**src/rtl/read_master_pkg.sv**
```systemverilog
`default_nettype none
// ============================================================
// Package : read_master_pkg
// State encoding and width helpers for the pipelined read master.
// Rev     : 1.0
// ============================================================
package read_master_pkg;

    typedef enum logic [1:0] {
        IDLE   = 2'd0,
        ISSUE  = 2'd1,
        DRAIN  = 2'd2,
        FINISH = 2'd3
    } state_t;

    // Counter must be able to hold the value MAX_OUTS itself.
    function automatic int outs_width(input int max_outs);
        return $clog2(max_outs + 1);
    endfunction

    function automatic int byte_lsb(input int data_w);
        return $clog2(data_w / 8);
    endfunction

endpackage
`default_nettype wire

```
**src/rtl/outs_counter.sv**
```systemverilog
`default_nettype none
// ============================================================
// Module : outs_counter
// Saturating up/down counter of reads in flight; flags a decrement at 0.
// Rev    : 1.0
// ============================================================
module outs_counter #(
    parameter int MAX = 4,
    parameter int W   = 3
) (
    input  logic         clk,
    input  logic         rst,
    input  logic         i_inc,
    input  logic         i_dec,
    output logic [W-1:0] o_count,
    output logic [W-1:0] o_count_nxt,
    output logic         o_underflow
);
    localparam logic [W-1:0] C_MAX = W'(MAX);

    logic [W-1:0] r_count;

    // Simultaneous inc/dec cancel; both ends saturate.
    always_comb begin
        o_count_nxt = r_count;
        if (i_inc && !i_dec && (r_count != C_MAX)) begin
            o_count_nxt = r_count + W'(1);
        end else if (i_dec && !i_inc && (r_count != '0)) begin
            o_count_nxt = r_count - W'(1);
        end
    end

    always_ff @(posedge clk or posedge rst) begin
        if (rst) begin
            r_count <= '0;
        end else begin
            r_count <= o_count_nxt;
        end
    end

    assign o_count     = r_count;
    assign o_underflow = i_dec && (r_count == '0);

endmodule
`default_nettype wire

```
**src/rtl/read_master_pipe.sv**
```systemverilog
`default_nettype none
// ============================================================
// Module : read_master_pipe
// Pipelined word read master with FIFO credit flow control and abort.
// Rev    : 1.0
// ============================================================
module read_master_pipe
    import read_master_pkg::*;
#(
    parameter int ADDR_W   = 32,
    parameter int DATA_W   = 32,
    parameter int MAX_OUTS = 4,
    parameter int SPACE_W  = 8
) (
    input  logic              iClk,
    input  logic              iRst,
    input  logic              iStart,
    input  logic              iAbort,
    input  logic [ADDR_W-1:0] iRead_Addr,
    input  logic [ADDR_W-1:0] iLength,
    input  logic              iWait,
    input  logic              iRd_Data_valid,
    input  logic [DATA_W-1:0] iRd_Data,
    input  logic [SPACE_W-1:0] iFF_space,
    output logic              oRead,
    output logic [ADDR_W-1:0] oRead_Addr,
    output logic              oFF_wr,
    output logic [DATA_W-1:0] oFF_data,
    output logic              oBusy,
    output logic              oDone,
    output logic              oAborted,
    output logic              oErr
);
    localparam int BYTES  = DATA_W / 8;
    localparam int LSB    = byte_lsb(DATA_W);
    localparam int OUTS_W = outs_width(MAX_OUTS);
    localparam int CMP_W  = (OUTS_W > SPACE_W) ? OUTS_W : SPACE_W;
    localparam logic [ADDR_W-1:0] C_LOW_MASK = ADDR_W'(BYTES - 1);
    localparam logic [ADDR_W-1:0] C_STEP     = ADDR_W'(BYTES);
    localparam logic [OUTS_W-1:0] C_MAX_OUTS = OUTS_W'(MAX_OUTS);

    state_t            r_state, w_state_nxt;
    logic [ADDR_W-1:0] r_addr, r_remaining, w_words, w_rem_after;
    logic              r_abort, r_read, r_busy, r_done, r_aborted, r_err;
    logic              r_ff_wr;
    logic [DATA_W-1:0] r_ff_data;
    logic              w_start, w_accept, w_held, w_abort_seen, w_can_issue;
    logic              w_read_nxt, w_busy_nxt, w_done_nxt, w_aborted_nxt;
    logic              w_underflow;
    logic [OUTS_W-1:0] w_outs, w_outs_nxt;

    assign w_start      = (r_state == IDLE) && iStart;
    assign w_accept     = r_read && !iWait;
    assign w_held       = r_read && iWait;
    assign w_words      = (iLength >> LSB) + ADDR_W'(|(iLength & C_LOW_MASK));
    assign w_rem_after  = r_remaining - ADDR_W'(w_accept);
    assign w_abort_seen = r_abort || ((r_state == ISSUE) && iAbort);

    outs_counter #(
        .MAX (MAX_OUTS),
        .W   (OUTS_W)
    ) u_outs (
        .clk         (iClk),
        .rst         (iRst),
        .i_inc       (w_accept),
        .i_dec       (iRd_Data_valid),
        .o_count     (w_outs),
        .o_count_nxt (w_outs_nxt),
        .o_underflow (w_underflow)
    );

    always_ff @(posedge iClk or posedge iRst) begin
        if (iRst) begin
            r_state <= IDLE;
        end else begin
            r_state <= w_state_nxt;
        end
    end

    always_comb begin
        w_state_nxt = r_state;
        case (r_state)
            IDLE:    if (iStart) w_state_nxt = (w_words == '0) ? FINISH : ISSUE;
            ISSUE:   if ((w_rem_after == '0) || (w_abort_seen && !w_held)) w_state_nxt = DRAIN;
            DRAIN:   if (w_outs == '0) w_state_nxt = FINISH;
            FINISH:  w_state_nxt = IDLE;
            default: w_state_nxt = IDLE;
        endcase
    end

    // Credit check uses post-update counts so back-to-back accepts stay legal.
    always_comb begin
        w_can_issue   = (w_rem_after != '0) && (w_outs_nxt < C_MAX_OUTS) &&
                        (CMP_W'(w_outs_nxt) < CMP_W'(iFF_space)) && !w_abort_seen;
        w_read_nxt    = w_held || ((r_state == ISSUE) && (w_state_nxt == ISSUE) && w_can_issue);
        w_busy_nxt    = (w_state_nxt == ISSUE) || (w_state_nxt == DRAIN);
        w_done_nxt    = (w_state_nxt == FINISH);
        w_aborted_nxt = (w_state_nxt == FINISH) && w_abort_seen;
    end

    always_ff @(posedge iClk or posedge iRst) begin
        if (iRst) begin
            r_addr      <= '0;
            r_remaining <= '0;
            r_abort     <= 1'b0;
            r_read      <= 1'b0;
            r_busy      <= 1'b0;
            r_done      <= 1'b0;
            r_aborted   <= 1'b0;
            r_err       <= 1'b0;
            r_ff_wr     <= 1'b0;
            r_ff_data   <= '0;
        end else begin
            r_read    <= w_read_nxt;
            r_busy    <= w_busy_nxt;
            r_done    <= w_done_nxt;
            r_aborted <= w_aborted_nxt;
            r_ff_wr   <= iRd_Data_valid;
            r_ff_data <= iRd_Data;
            if (w_start) begin
                r_addr      <= iRead_Addr & ~C_LOW_MASK;
                r_remaining <= w_words;
                r_abort     <= 1'b0;
            end else begin
                if (w_accept) begin
                    r_addr      <= r_addr + C_STEP;
                    r_remaining <= w_rem_after;
                end
                if ((r_state == ISSUE) && iAbort) begin
                    r_abort <= 1'b1;
                end
            end
            if (w_underflow) begin
                r_err <= 1'b1;
            end else if (w_start) begin
                r_err <= 1'b0;
            end
        end
    end

    assign oRead      = r_read;
    assign oRead_Addr = r_addr;
    assign oFF_wr     = r_ff_wr;
    assign oFF_data   = r_ff_data;
    assign oBusy      = r_busy;
    assign oDone      = r_done;
    assign oAborted   = r_aborted;
    assign oErr       = r_err;

endmodule
`default_nettype wire

```
**config.mk**
```make
export PLATFORM = sky130hd
export DESIGN_NAME = read_master_pipe
export DESIGN_NICKNAME = d
export VERILOG_FILES = /design/src/rtl/read_master_pkg.sv /design/src/rtl/outs_counter.sv /design/src/rtl/read_master_pipe.sv
export SDC_FILE = /design/constraint.sdc
export NUM_CORES = 1
export LEC_CHECK = 0
export CORE_MARGIN = 3
export CORE_UTILIZATION = 48
export DETAILED_ROUTE_END_ITERATION = 16
export PLACE_DENSITY = 0.81
export SYNTH_ARGS = -nofsm -noshare
export SYNTH_HDL_FRONTEND = slang
export SYNTH_HIERARCHICAL = 1
export SYNTH_SLANG_ARGS = --single-unit
```
**constraint.sdc**
```tcl
create_clock -name iClk -period 4.47 [get_ports iClk]
set_input_delay 0.894 -clock iClk [delete_from_list [all_inputs] [get_ports iClk]]
set_output_delay 0.894 -clock iClk [all_outputs]
set_load 0.05 [all_outputs]
```
==> impl_metrics.yaml, run 1 <==
global_route:
  antenna_found_initial: 0
  grt_pass1_wl_um: 27600
  grt_usage_pct: 23.5
  grt.overflow.total: 0
  grt_pass1_vias: 5628
  grt_max_degree: 64
drt:
  post_drt_wl_per_cell_um: 16.7
  drc: 0
  drt_iter0_drc: 425
  via_count: 5605
  dr.pass1.iters: 5
  wirelength_um: 17100
  drtAntennaViolNets: 0
  via_per_inst: 5.49
clocking:
  hold_buffers: 0
  clockBufferDepth: 2
  clock_sinks: 106
  path_clk_slew_ps: 80
  clock-root-buffer: "clkbuf_16"
  cts_buffers: 9
  cts_tree: "built"
  clk_latency_ps: 350
  post_cts_resized: 0
  post_cts_buffers: 0
  htreeDepth: 3
synthesis:
  synthTopCellsByArea: "dfrtp_1, xor2_1, xnor2_1"
  yosys.area.top_type: "dfrtp_1"
  synth.cell_area_um2: 6260
  synth_commonest_cells: "dfrtp_1, nand2_1, o21ai_0"
  synth_enable_flop_cells: 0
  yosysMostFrequentCell: "dfrtp_1"
  netlist_instances: 685
  synth.avg_cell_area_um2: 9.14
  synth.distinct_cells: 62
  seq_area_frac_synth_pct: 42.4
  synth_top_area_share_pct: 42.4
  synth-seq-cells: 106
  async_flop_share_pct: 100
  ys_warn_count: 6
  synth_ff_type: "dfrtp_1"
power_and_ir_drop:
  intPower_mw: 2.53
  total_power_mw: 4.64
  p_leak_nw: 3.24
  power_density_nw_per_um2: 550
  combPwrFrac_pct: 45.3
  p_switching_mw: 2.11
  vdd_drop_max_mv: 0.248
  p_clk_share_pct: 17.3
  p_seq_share_pct: 37.4
  swShare_pct: 45.4
floorplan:
  fp.dieW_um: 120
  fp-row-count: 41
  ios: 180
  start_util_pct: 49.4
  die_h_um: 120
  design.core.area_um2: 12700
  die-area_um2: 14400
place:
  dpl-instance-area_um2: 8140
  pre_cts_ws_ps: -65.5
  routabilityCongestion: 0.920
  port_buffers: 175
  place_hpwl_um: 13100
sta:
  post-route-min-period_ps: 4190
  fin_tns_setup_ps: 0
  setup_viol: 0
  skew_ps: 10.0
  finalCritPeriodShare_pct: 93.7
  fmax_mhz: 239
  rsz0062_at_grt: "false"
  relSlewSlack_pct: 45.5
  final.setup.worst_slack_ps: 284
  hold_viol_final: 0
  tightest_slew_ps: 815
  drv_slew: 0
setup_path:
  critPathKind: "primary input to flip-flop"
  arrival_ps: 4430
  cp-start-kind: "primary input"
  crit_path_end_kind: "flip-flop"
  worstPathMaxFanout: 5
  crit_required_ps: 4710
  reg2reg_slack_ps: 970
run_status:
  outcome: "complete, no violations"
finish:
  n_antenna_cell: 0
  multi_input_area_um2: 3370
  fin_area_um2: 8440
  fin_nets: 967
  fillers: 1009
  layout-drive-gt1-share_pct: 6.24
  regArea_um2: 2650
  area.growth.synth_to_final_pct: 34.8
run:
  maxCapViolCount: 0
min_path:
  hp-class: "flip-flop to flip-flop"
==> layout by cell type (no fill, tap or decap), types with 17 or more instances in the layout <==
| master | instances |
|---|---|
| clkdlybuf4s50_1 | 175 |
| dfrtp_1 | 106 |
| nand2_1 | 92 |
| o21ai_0 | 56 |
| xor2_1 | 51 |
| xnor2_1 | 50 |
| nor2_1 | 47 |
| nand3_1 | 33 |
| nor4_1 | 24 |
| nor3_1 | 23 |
| nand4_1 | 21 |
| a21oi_1 | 17 |
==> per-stage QoR <==
step	instances	util [%]	hold WS, ps
6_report	1021	66.6	499
5_1_grt	1021	66.6	520
4_1_cts	1021	66.6	505
3_5_place_dp	1006	64.2	488
3_3_place_gp	1006	64.2	485
2_1_floorplan	686	-	471
==> power by group through the flow <==
| stage | logic (mW) | clock network [mW] | registers, mW |
|---|---|---|---|
| floorplan | 0.954 | 0 | 2.14 |
| global placement | 2.03 | 0 | 1.72 |
| detailed placement | 2.09 | 0 | 1.74 |
| CTS | 2.10 | 0.818 | 1.73 |
| global route | 2.25 | 0.852 | 1.78 |
| finish | 2.10 | 0.804 | 1.74 |
==> state kept, by name, indices dropped and copies added, names as in the netlist <==
register	flops
r_state	2
r_abort	1
u_outs/o_count	3
oRead	1
oBusy	1
oDone	1
oErr	1
oRead_Addr	30
oFF_data	32
r_remaining	32
oFF_wr	1
oAborted	1
==> layout make-up <==
cell class              count  area share [%]
well taps                 172            2.55
multi-input cells         529            40.0
repair buffers            186            21.9
clock inverters             6           0.860
inverters                  13           0.608
flip-flops and latches    106            31.4
clock buffers               9            2.67
==> routing by layer <==
layer / global-route usage (%) / part of all wire (%) / vias to the layer above / wire length, um
met1: 29.5 / 42 / 2652 / 7210
li1: - / - / 2703 / -
met4: 7.95 / 2.1 / 0 / 363
met5: 0 / 0 / - / 0
met3: 4.40 / 7.0 / 25 / 1200
met2: 41.0 / 49 / 225 / 8320
==> path summary, 6_finish.rpt <==
kind                        from           endpoint  cells past startpoint
hold / removal              oErr               oErr                      1
hold reg to reg             oErr               oErr                      1
max in group asynchronous   iRst    r_remaining[23]                      3
setup reg to reg           oRead              oRead                     16
min in group asynchronous   iRst  u_outs/o_count[1]                      2
setup / recovery           iWait              oRead                     17
==> worst max-delay path: stages <==
cell and delay, ps:
clkdlybuf4s50_1 460, nand2b_1 180, inv_1 100, ha_1 210, ha_1 230, nor3b_2 270
a21boi_0 130, nor4_1 310, nand4_1 170, nor4_1 340, buf_4 180, a41o_1 220
o22ai_1 140, ha_1 240, nand4b_1 80, nor2_1 50, a22o_1 200
==> cell families after synthesis <==
| group | Yosys count | share of synthesized area [%] |
|---|---|---|
| xor gates and xnor gates | 101 | 14.1 |
| and+or+nand+nor | 314 | 27.7 |
| AOI/OAI and AO/OA | 98 | 9.06 |
| muxes | 2 | 0.320 |
| other | 1 | 0.0599 |
| DFF | 106 | 42.4 |
| adders and majority gates | 12 | 2.40 |
| buffers and inverters | 51 | 3.92 |
Note: power is estimated with default switching activity, not from simulation.
==> inputs of run 2 (changes only) <==
Settings changed: CORE_UTILIZATION 48 to 51, DONT_BUFFER_PORTS from default to 1, PLACE_DENSITY 0.81 to 0.66, RECOVER_POWER from default to 50.
==> impl_metrics.yaml, run 2 (same netlist as run 1, synthesis figures left out) <==
drt:
  post_drt_wl_per_cell_um: 18.4
  drt_iter0_drc: 316
  via_count: 4844
  drc: 0
  drtAntennaViolNets: 0
  via_per_inst: 5.96
  wirelength_um: 14900
  dr.pass1.iters: 4
clocking:
  post_cts_resized: 0
  hold_buffers: 0
  clk_latency_ps: 350
  clock_sinks: 106
  htreeDepth: 3
  cts_buffers: 9
  path_clk_slew_ps: 70
  post_cts_buffers: 0
  clockBufferDepth: 2
  clock-root-buffer: "clkbuf_16"
  cts_tree: "built"
sta:
  hold_viol_final: 0
  finalCritPeriodShare_pct: 83.4
  tightest_slew_ps: 3000
  rsz0062_at_grt: "false"
  skew_ps: 4.01
  relSlewSlack_pct: -101
  fin_tns_setup_ps: 0
  post-route-min-period_ps: 3730
  fmax_mhz: 268
  setup_viol: 0
  holdWs_ps: 288
  drv_slew: 68
finish:
  fin_nets: 787
  fin_area_um2: 6600
  final_common_cell: "dfrtp_1"
  layout-drive-gt1-share_pct: 6.87
  n_antenna_cell: 0
  final_cell_mix: "dfrtp_1, nand2_1, o21ai_0, xor2_1, xnor2_1"
  finalNonFillerCells: 813
  post-route-util_pct: 56.3
  fillers: 1060
  area.growth.synth_to_final_pct: 5.38
floorplan:
  die_h_um: 117
  fp-row-count: 39
  fp.dieW_um: 117
  design.core.area_um2: 11700
  start_util_pct: 53.4
  die-area_um2: 13600
  ios: 180
min_path:
  hp-class: "primary input to async pin"
global_route:
  grt.overflow.total: 0
  grt_max_degree: 103
  grt_usage_pct: 21.7
  antenna_found_initial: 0
  grt_pass1_vias: 4666
  grt_pass1_wl_um: 23300
setup_path:
  critPathKind: "primary input to flip-flop"
  crit_path_end_kind: "flip-flop"
  worstPathMaxFanout: 5
  crit_required_ps: 4710
  arrival_ps: 3970
  reg2reg_slack_ps: 790
  cp-start-kind: "primary input"
run:
  maxCapViolCount: 1
run_status:
  violations: "max-capacitance violations, max-slew violations"
  outcome: "complete, but fails checks"
power_and_ir_drop:
  p_leak_nw: 2.52
  vdd_drop_max_mv: 0.322
  power_density_nw_per_um2: 632
place:
  place_hpwl_um: 11600
  port_buffers: 0
  routabilityCongestion: 0.904
  dpl-instance-area_um2: 6300
  place_inst: 797
-- run 2: cell types whose count changed in the layout (fill, tap and decap cells not counted), sizes merged --
cell and delta:
buf -7, clkbuf +3, clkdlybuf4s50 -175, clkinv -1, clkinvlp +3, inv -2
-- run 2: worst max-delay path, stage by stage --
cell	delay (ps)
nand2b_1	140
inv_1	100
ha_1	210
ha_1	230
nor3b_2	310
a21boi_0	150
nor4_1	330
nand4_1	150
nor4_1	470
a41o_1	310
o22ai_1	130
ha_1	220
nand4b_1	80
nor2_1	60
a22o_1	190
-- run 2: through the flow --
step	setup WS [ps]	power, mW
2_1_floorplan	372	3.10
3_3_place_gp	471	3.35
3_5_place_dp	355	3.39
4_1_cts	729	4.20
5_1_grt	345	4.45
6_report	743	4.17
-- run 2: final cells by class --
| class | count | area, um2 | share of cell area (%) |
|---|---|---|---|
| flip-flops and latches | 106 | 2650 | 40.2 |
| clock buffers | 10 | 229 | 3.47 |
| repair buffers | 6 | 38.8 | 0.588 |
| well taps | 143 | 179 | 2.71 |
| inverters | 13 | 50.0 | 0.759 |
| clock inverters | 6 | 73.8 | 1.12 |
| multi-input cells | 529 | 3370 | 51.1 |
-- run 2: worst paths after layout --
kind	startpoint	endpoint	cells past startpoint
setup / recovery	iWait	oRead	15
hold / removal	iRst	u_outs/o_count[0]	1
setup reg to reg	oRead	oRead	16
hold reg to reg	r_abort	r_abort	2
max in group asynchronous	iRst	oFF_data[5]	2
min in group iClk	r_abort	r_abort	2
-- run 2: routing by layer --
metal / part of all wire (%) / GRT usage (%) / vias up
met5: 0 / 0 / -
met4: 1.8 / 7.42 / 0
met3: 7.6 / 5.45 / 21
met2: 50 / 36.4 / 171
met1: 41 / 27.4 / 2303
li1: - / - / 2349
-- run 2: where the power goes --
group / internal [mW] / leakage, nW / switching, mW
clock: 0.441 / 0.141 / 0.353
combinational: 0.468 / 1.09 / 0.577
sequential: 1.27 / 1.28 / 1.06
==> inputs of run 3 (changes only) <==
Clock period 4.47 ns to 3.6 ns, I/O delays scaled along.
==> impl_metrics.yaml, run 3 (same netlist as run 1, synthesis figures left out) <==
setup_path:
  crit_path_end_kind: "flip-flop"
  worstPathMaxFanout: 2
  reg2reg_slack_ps: 430
  cp_common_cell: "ha_1"
  cp_top_family: "simple AND/OR/NAND/NOR gates"
  path_cells: "or2_2 > ha_1 > ha_1 > nor3_1 > a31oi_1 > or4_1 > or3_1 > nor4_1 > buf_4 > a41o_1 > a21oi_1 > ha_1 > nand4b_1 > nor2_1 > a22o_1"
  critPathBufInv: 1
  cp-start-kind: "primary input"
  critPathSlowestCell: "or4_1"
  arrival_ps: 3650
  cp_slowest_stage_delay_ps: 410
  critPathKind: "primary input to flip-flop"
  crit_required_ps: 3840
power_and_ir_drop:
  power_density_nw_per_um2: 774
  p_leak_nw: 2.64
  vdd_drop_max_mv: 0.446
drt:
  drc: 0
  via_per_inst: 5.88
  post_drt_wl_per_cell_um: 18.3
  wirelength_um: 15200
  drtAntennaViolNets: 0
  dr.pass1.iters: 4
  drt_iter0_drc: 355
  via_count: 4896
place:
  routabilityCongestion: 0.933
  place_hpwl_um: 11600
  dpl-instance-area_um2: 6470
  place_inst: 816
  port_buffers: 0
  pre_cts_ws_ps: -183
clocking:
  clock-root-buffer: "clkbuf_16"
  htreeDepth: 3
  cts_buffers: 9
  path_clk_slew_ps: 70
  clk_latency_ps: 360
  post_cts_buffers: 0
  clock_sinks: 106
  cts_tree: "built"
  clockBufferDepth: 2
finish:
  final_cell_mix: "dfrtp_1, nand2_1, o21ai_0, xor2_1, xnor2_1"
  post-route-util_pct: 57.7
  fin_area_um2: 6760
  layout-drive-gt1-share_pct: 10.0
  fillers: 1020
  area.growth.synth_to_final_pct: 8.06
  fin_nets: 806
  finalNonFillerCells: 832
  final_common_cell: "dfrtp_1"
  n_antenna_cell: 0
global_route:
  grt_pass1_wl_um: 23500
  grt_usage_pct: 21.8
  grt_max_degree: 68
  grt.overflow.total: 0
  antenna_found_initial: 0
  grt_pass1_vias: 4608
sta:
  relSlewSlack_pct: -68.0
  drv_slew: 66
  fin_tns_setup_ps: 0
  finalCritPeriodShare_pct: 94.8
  tightest_slew_ps: 2520
  fmax_mhz: 293
  rsz0062_at_grt: "false"
  setup_viol: 0
  hold_viol_final: 0
  skew_ps: 9.86
  final.setup.worst_slack_ps: 186
  post-route-min-period_ps: 3410
floorplan:
  design.core.area_um2: 11700
  die_h_um: 117
  ios: 180
  die-area_um2: 13600
  start_util_pct: 53.4
  fp.dieW_um: 117
  fp-row-count: 39
run_status:
  outcome: "complete, but fails checks"
  violations: "max-capacitance violations, max-slew violations"
min_path:
  hp-class: "primary input to async pin"
run:
  maxCapViolCount: 1
-- run 3: final timing paths --
path	start	end	cells after the start
setup / recovery	iLength[1]	oRead	15
hold / removal	iRst	u_outs/o_count[0]	1
setup reg to reg	oRead	oRead	16
hold reg to reg	r_remaining[31]	r_remaining[31]	2
max in group asynchronous	iRst	oFF_data[11]	2
min in group iClk	iRd_Data[10]	oFF_data[10]	0
-- run 3: power by group --
part / leakage, nW / internal, mW / switching, mW
clock: 0.144 / 0.503 / 0.466
combinational: 1.21 / 0.618 / 0.779
sequential: 1.28 / 1.57 / 1.30
total: 2.64 / 2.69 / 2.54
-- run 3: timing repair --
action,4_1_cts,5_1_grt
gates resized for setup,0,1
endpoints found under the setup margin,0,1
hold endpoints to repair,0,0
hold buffers,0,0
-- run 3: final cells by class --
| class | instances | area, um2 | share of cell area (%) |
|---|---|---|---|
| inverters | 13 | 48.8 | 0.722 |
| flip-flops and latches | 106 | 2650 | 39.2 |
| clock inverters | 6 | 57.6 | 0.851 |
| multi-input cells | 529 | 3390 | 50.1 |
| repair buffers | 25 | 195 | 2.89 |
| well taps | 143 | 179 | 2.65 |
| clock buffers | 10 | 239 | 3.53 |
-- run 3: metrics by stage --
step	hold WS (ps)	power (mW)
2_1_floorplan	471	3.86
3_3_place_gp	481	4.21
3_5_place_dp	485	4.27
4_1_cts	98.5	5.25
5_1_grt	105	5.57
6_report	108	5.23
-- run 3: worst reg2reg max path: stages, from the launching register on --
cell and delay, ps:
dfrtp_1 380, nand2b_1 110, inv_2 50, ha_1 210, ha_1 200, buf_4 140
or3b_2 200, nor4_1 50, nor4_1 290, nand4_1 190, nor4_4 300, a41o_1 280
o22ai_1 110, ha_1 200, nand4b_1 80, nor2_1 60, a22o_1 210
-- run 3: per-layer routing --
metal / vias to the layer above / GRT usage (%) / routed length, um
met2: 191 / 35.9 / 7320
li1: 2389 / - / -
met1: 2299 / 28.5 / 6440
met4: 0 / 6.65 / 200
met3: 17 / 5.40 / 1230
met5: - / 0 / 0
